--- src/rtl/uart_rx_controller.sv ---
`default_nettype none
// ============================================================================
// Module   : uart_rx_controller
// Purpose  : Receive-side UART sequencer. It tracks a start / DATA_BITS data
//            (LSB first) / parity / stop frame on RxD using the 16x
//            oversampling strobe from the baud generator. It delivers each
//            good word with a one-clock valid pulse, and raises sticky parity
//            and framing error flags.
// Ports    : clk            - system clock, rising edge
//            reset          - synchronous active-high reset
//            sample_ENABLE  - one-clock oversampling strobe (OVERSAMPLE/bit)
//            Rx_EN          - receiver enable; dropping it aborts a frame
//            RxD            - asynchronous serial input, idle high
//            Rx_DATA        - last correctly received word
//            Rx_VALID       - one-clock pulse when Rx_DATA is reloaded
//            Rx_PERROR      - sticky parity error
//            Rx_FERROR      - sticky framing error
//            Rx_BUSY        - high whenever a frame is being tracked
// Revision : 1.0 - initial release
// ============================================================================
module uart_rx_controller #(
    parameter int DATA_BITS  = 8,
    parameter int PARITY_ODD = 0,
    parameter int OVERSAMPLE = 16
) (
    input  logic                 clk,
    input  logic                 reset,
    input  logic                 sample_ENABLE,
    input  logic                 Rx_EN,
    input  logic                 RxD,
    output logic [DATA_BITS-1:0] Rx_DATA,
    output logic                 Rx_VALID,
    output logic                 Rx_PERROR,
    output logic                 Rx_FERROR,
    output logic                 Rx_BUSY
);

    localparam logic [2:0] c_IDLE   = 3'd0;
    localparam logic [2:0] c_START  = 3'd1;
    localparam logic [2:0] c_DATA   = 3'd2;
    localparam logic [2:0] c_PARITY = 3'd3;
    localparam logic [2:0] c_STOP   = 3'd4;

    localparam logic [3:0] c_S_MID    = 4'(OVERSAMPLE / 2 - 1);
    localparam logic [3:0] c_S_LAST   = 4'(OVERSAMPLE - 1);
    localparam logic [2:0] c_BIT_LAST = 3'(DATA_BITS - 1);
    localparam logic       c_PAR_ODD  = (PARITY_ODD != 0);

    // Two-flop synchronizer for the asynchronous line.
    logic r_rxd_meta;
    logic r_rxd_s;

    logic [2:0]           r_state;
    logic [3:0]           r_s_cnt;
    logic [2:0]           r_bit_cnt;
    logic [DATA_BITS-1:0] r_shift;
    logic                 r_parity;
    logic [DATA_BITS-1:0] r_data;
    logic                 r_valid;
    logic                 r_perror;
    logic                 r_ferror;

    logic [2:0]           w_state_nxt;
    logic [3:0]           w_s_cnt_nxt;
    logic [2:0]           w_bit_cnt_nxt;
    logic [DATA_BITS-1:0] w_shift_nxt;
    logic                 w_parity_nxt;
    logic [DATA_BITS-1:0] w_data_nxt;
    logic                 w_valid_nxt;
    logic                 w_perror_nxt;
    logic                 w_ferror_nxt;

    logic w_par_err;
    logic w_frm_err;

    // Frame checks, evaluated on the stop-bit sample tick.
    assign w_par_err = (((^r_shift) ^ r_parity) != c_PAR_ODD);
    assign w_frm_err = ~r_rxd_s;

    always_ff @(posedge clk) begin
        if (reset) begin
            r_rxd_meta <= 1'b1;
            r_rxd_s    <= 1'b1;
        end else begin
            r_rxd_meta <= RxD;
            r_rxd_s    <= r_rxd_meta;
        end
    end

    always_ff @(posedge clk) begin
        if (reset) begin
            r_state   <= c_IDLE;
            r_s_cnt   <= 4'd0;
            r_bit_cnt <= 3'd0;
            r_shift   <= '0;
            r_parity  <= 1'b0;
            r_data    <= '0;
            r_valid   <= 1'b0;
            r_perror  <= 1'b0;
            r_ferror  <= 1'b0;
        end else begin
            r_state   <= w_state_nxt;
            r_s_cnt   <= w_s_cnt_nxt;
            r_bit_cnt <= w_bit_cnt_nxt;
            r_shift   <= w_shift_nxt;
            r_parity  <= w_parity_nxt;
            r_data    <= w_data_nxt;
            r_valid   <= w_valid_nxt;
            r_perror  <= w_perror_nxt;
            r_ferror  <= w_ferror_nxt;
        end
    end

    always_comb begin
        w_state_nxt   = r_state;
        w_s_cnt_nxt   = r_s_cnt;
        w_bit_cnt_nxt = r_bit_cnt;
        w_shift_nxt   = r_shift;
        w_parity_nxt  = r_parity;
        w_data_nxt    = r_data;
        w_valid_nxt   = 1'b0;
        w_perror_nxt  = r_perror;
        w_ferror_nxt  = r_ferror;

        if ((r_state != c_IDLE) && !Rx_EN) begin
            // Abort does not wait for a tick; the partial frame is dropped.
            w_state_nxt   = c_IDLE;
            w_s_cnt_nxt   = 4'd0;
            w_bit_cnt_nxt = 3'd0;
        end else if (sample_ENABLE) begin
            case (r_state)
                c_IDLE: begin
                    if (Rx_EN && !r_rxd_s) begin
                        w_state_nxt = c_START;
                        w_s_cnt_nxt = 4'd0;
                    end
                end
                c_START: begin
                    if (r_s_cnt == c_S_MID) begin
                        w_s_cnt_nxt = 4'd0;
                        if (r_rxd_s) begin
                            w_state_nxt = c_IDLE;
                        end else begin
                            // The flags are cleared only once the start bit is
                            // confirmed. A frame with a low stop bit leaves the
                            // line low after the FSM is back in IDLE. That
                            // re-triggers a (false) start, which must not wipe
                            // the framing error it has just raised.
                            w_state_nxt   = c_DATA;
                            w_bit_cnt_nxt = 3'd0;
                            w_perror_nxt  = 1'b0;
                            w_ferror_nxt  = 1'b0;
                        end
                    end else begin
                        w_s_cnt_nxt = r_s_cnt + 4'd1;
                    end
                end
                c_DATA: begin
                    if (r_s_cnt == c_S_LAST) begin
                        w_shift_nxt   = {r_rxd_s, r_shift[DATA_BITS-1:1]};
                        w_s_cnt_nxt   = 4'd0;
                        w_bit_cnt_nxt = r_bit_cnt + 3'd1;
                        if (r_bit_cnt == c_BIT_LAST) begin
                            w_state_nxt = c_PARITY;
                        end
                    end else begin
                        w_s_cnt_nxt = r_s_cnt + 4'd1;
                    end
                end
                c_PARITY: begin
                    if (r_s_cnt == c_S_LAST) begin
                        w_parity_nxt = r_rxd_s;
                        w_s_cnt_nxt  = 4'd0;
                        w_state_nxt  = c_STOP;
                    end else begin
                        w_s_cnt_nxt = r_s_cnt + 4'd1;
                    end
                end
                c_STOP: begin
                    if (r_s_cnt == c_S_LAST) begin
                        // Leave mid stop bit so an immediately following start
                        // edge is seen.
                        w_s_cnt_nxt = 4'd0;
                        w_state_nxt = c_IDLE;
                        if (!w_par_err && !w_frm_err) begin
                            w_data_nxt  = r_shift;
                            w_valid_nxt = 1'b1;
                        end else begin
                            w_perror_nxt = r_perror | w_par_err;
                            w_ferror_nxt = r_ferror | w_frm_err;
                        end
                    end else begin
                        w_s_cnt_nxt = r_s_cnt + 4'd1;
                    end
                end
                default: begin
                    w_state_nxt = c_IDLE;
                    w_s_cnt_nxt = 4'd0;
                end
            endcase
        end
    end

    assign Rx_DATA   = r_data;
    assign Rx_VALID  = r_valid;
    assign Rx_PERROR = r_perror;
    assign Rx_FERROR = r_ferror;
    assign Rx_BUSY   = (r_state != c_IDLE);

endmodule
`default_nettype wire
--- config.mk ---
export PLATFORM = sky130hd
export DESIGN_NAME = uart_rx_controller
export DESIGN_NICKNAME = d
export VERILOG_FILES = /design/src/rtl/uart_rx_controller.sv
export SDC_FILE = /design/constraint.sdc
export NUM_CORES = 1
export LEC_CHECK = 0
export CORE_UTILIZATION = 30
export DETAILED_ROUTE_END_ITERATION = 10
export GPL_TIMING_DRIVEN = 1
export PLACE_DENSITY_LB_ADDON = 0.12
export SYNTH_ARGS = -nofsm -noshare
export SYNTH_HDL_FRONTEND = slang
export SYNTH_SLANG_ARGS = --single-unit
--- constraint.sdc ---
create_clock -name clk -period 1.5 [get_ports clk]
set_input_delay 0.225 -clock clk [delete_from_list [all_inputs] [get_ports clk]]
set_output_delay 0.225 -clock clk [all_outputs]
set_load 0.005 [all_outputs]
==> results by group <==
Synth
  • Yosys warnings: 0
  • Number of synthesized flops with an enable pin: 0
  • Flops & latches, synth: 32
  • Asr flop ratio synth: 0
  • Syn_area_per_cell: between 8 and 9 um2
  • Syn nets: about 180
  • Main synth FF type: dfxtp_1
  • Register area share after synthesis: 0.4197
  • Post-synth cell types: 36
  • Mapped Area: approximately 1500 um2
  • Syn Inst Count: roughly 170

CTS
  • Hold_buf cts: 0
  • H-tree depth: 2
  • Max Root-Sink Buffers: 2
  • Sink Count: 32
  • CTS root buf: clkbuf_8
  • CTS Buf Count: 5
  • Clock slew at reported path FFs: about 0.070 ns
  • CTS tree: yes
  • Clock latency on the worst-skew pair: 0.28 ns

Worst setup path
  • Slowest Stage Delay on Critical Path: approximately 0.54 ns
  • Critical path class: reg -> reg
  • CP Depth: 6
  • CP Launch Point: r_parity
  • R2R Setup Slk: -0.20 ns
  • Crit path max-delay family: XOR/XNOR gates
  • Crit path max fanout: 4
  • Required time worst endpoint: around 1.7 ns
  • Critical path destination: Rx_DATA[2]
  • R2r endpoint: Rx_DATA[2]
  • Crit path DAT: about 1.9 ns
  • CP Cell Sequence: xnor2_2 > xnor3_2 > xor2_4 > buf_6 > o21ai_2 > a21oi_2
  • R2r startpoint: r_parity
  • Worst Setup End Kind: flip-flop
  • Crit-path slowest cell: xnor3_2
  • Startpoint Class: flip-flop
  • Worst reg2reg path depth: 6
  • Bufs and invs on worst path: 1

Floorplanning
  • Die H: between 70 and 80 um
  • Die Wd: 73.33 um
  • Core Region: between 4000 and 5000 um2
  • IO Pins: 17
  • Die area: around 5400 um2
  • Rows: 25
  • Initial Util: 0.3169

Global route
  • Global-route usage over all layers: 0.1543
  • Vias in the first global route: between 1000 and 1500
  • Largest net degree at the start of global routing: 20
  • First-pass GRT wire length: about 6.3 mm
  • Antenna violations before repair: 0
  • Global route overflow: 0

Finish
  • Area occupied by multi-input gates: between 1000 and 1500 um2
  • Area delta synth->final: 63.03%
  • FF/Latch Area: about 660 um2
  • Most frequent cells in the layout: buf_4, dfxtp_1, nor2_1, clkdlybuf4s50_1, a21oi_1
  • Nets: about 240
  • FILL cells: ~450
  • Post-route insts no fill: 303
  • # diodes: 0
  • Most common cell after layout, fill and taps aside: buf_4
  • Share of cells above drive strength 1: 0.5000

Pwr
  • PD cells: 667.5 nW/um2
  • Leak: 0.9980 nW
  • VDD IR max: around 0.47 mV

Place
  • I/O Buffers: 16
  • Global placer's final weighted congestion: between 0.7 and 0.8
  • Inst Count DP: approximately 280
  • Hpwl dp: between 2 and 3 mm

STA
  • Setup TNS: -1.820 ns
  • Final Slew Violations: 0
  • Hold Fails Final Rpt: 0
  • Tightest Pin Transition: about 0.47 ns
  • Slew Limit Headroom: 0.6842
  • Final WS setup: -0.1964 ns
  • Clk_skew: roughly 0.0048 ns
  • Period utilization: 1.131
  • Fmax: around 600 MHz
  • Unrepaired setup endpoints after global routing: yes
  • Final setup vio count: 13
  • Post-layout min period: roughly 1.7 ns

Detailed routing
  • Routed Antenna Nets: 0
  • Drt drc: 0
  • Initial DRC count: 81
  • Pre-antenna DRT Iters: 4
  • Vias: about 1400
  • Wirelength per Cell: between 10 and 15 um
  • Vias per cell: about 4.7
  • Routed WL: approximately 3.9 mm

Flow run
  • Max-cap violations: 0

Min path
  • Min-Delay Path Class: reg -> reg

Outcome
  • Status: finished with violations
  • Failing checks: negative setup slack
final cells by class:
type | count | share of cell area
Clock inverter | 1 | 0.003017
Inverter | 2 | 0.003017
Sequential cell | 32 | 0.2655
Multi-Input combinational cell | 130 | 0.4424
Clock buffer | 7 | 0.03469
Tap cell | 67 | 0.03369
Timing Repair Buffer | 64 | 0.2177
flip-flops by register name (all words and copies together) (netlist names):
register and count:
Rx_DATA 8, r_shift 8, r_s_cnt 4, r_bit_cnt 3, r_state 3, Rx_FERROR 1
Rx_PERROR 1, Rx_VALID 1, r_parity 1, r_rxd_meta 1, r_rxd_s 1
logic make-up (layout without fill, tap and decap cells):
group,Yosys count,count (layout),synth area share
simple gates,67,67,0.2311
compound gates,39,39,0.1393
flops,32,32,0.4197
mux,12,12,0.07869
xor+xnor,9,9,0.08362
buf+inv,9,74,0.02295
fa+ha+maj,3,3,0.02459
through the flow:
step	setup WS, ns	utilization	power (mW)	hold slack (ns)	area (um2)
final	-0.1964	0.5166	1.661	0.4145	2489
after floorplan	-0.02258	-	0.9180	0.3288	1593
after global placement	-0.3327	0.4260	0.9634	0.3947	2052
after detailed placement	-0.3349	0.4260	0.9643	0.4030	2052
after CTS	-0.1683	0.4764	1.662	0.4210	2295
after global routing	-0.2689	0.5166	1.732	0.4276	2489
worst min-delay path by stage:
stage	cells past startpoint	start	to	slack, ns
final	1	r_rxd_meta	r_rxd_s	0.41
after global routing	1	r_rxd_meta	r_rxd_s	0.43
after CTS	1	r_rxd_meta	r_rxd_s	0.42
after detailed placement	1	r_rxd_meta	r_rxd_s	0.40
after global placement	1	r_rxd_meta	r_rxd_s	0.39
after floorplan	1	RxD	r_rxd_meta	0.33
power by group:
group	internal (mW)	total, mW	switching (mW)
clock network	0.373	0.698	0.326
registers	0.850	0.855	0.00443
logic	0.0563	0.108	0.0516
total	1.28	1.66	0.382
timing repair:
action                                 CTS  global route
setup endpoints to repair               29            31
cloned                                   1             0
pin swaps                               15            35
buffers inserted                         5             7
endpoints found under the hold margin    0             0
resized for setup                       29            33
Yosys cell counts, types with 2 or more instances:
cell	number	area share
a21oi_1	19	0.062
a31oi_1	2	0.0082
and3_1	2	0.0082
clkbuf_1	6	0.015
dfxtp_1	32	0.42
ha_1	3	0.025
inv_1	2	0.0049
mux2i_1	12	0.079
nand2_1	11	0.027
nand2b_1	2	0.0082
nand3_1	11	0.036
nand4_1	4	0.016
nor2_1	19	0.047
nor2b_1	3	0.012
nor3_1	3	0.0098
nor3_2	2	0.013
nor3b_1	2	0.0098
nor4b_1	2	0.011
o211ai_1	2	0.0098
o21ai_0	11	0.036
o21ai_1	2	0.0066
or2_2	2	0.0082
xnor2_1	3	0.017
xor2_1	2	0.011
routing by layer:
layer,GRT usage,vias up,share of wire,routed length [um]
met1,0.2053,670,0.46,1825
met4,0.05769,0,0.0086,34
met5,0,-,0,0
met2,0.2366,23,0.49,1946
met3,0.04527,4,0.034,133
li1,-,742,-,-
No activity file was read; power rests on OpenSTA's default activity.
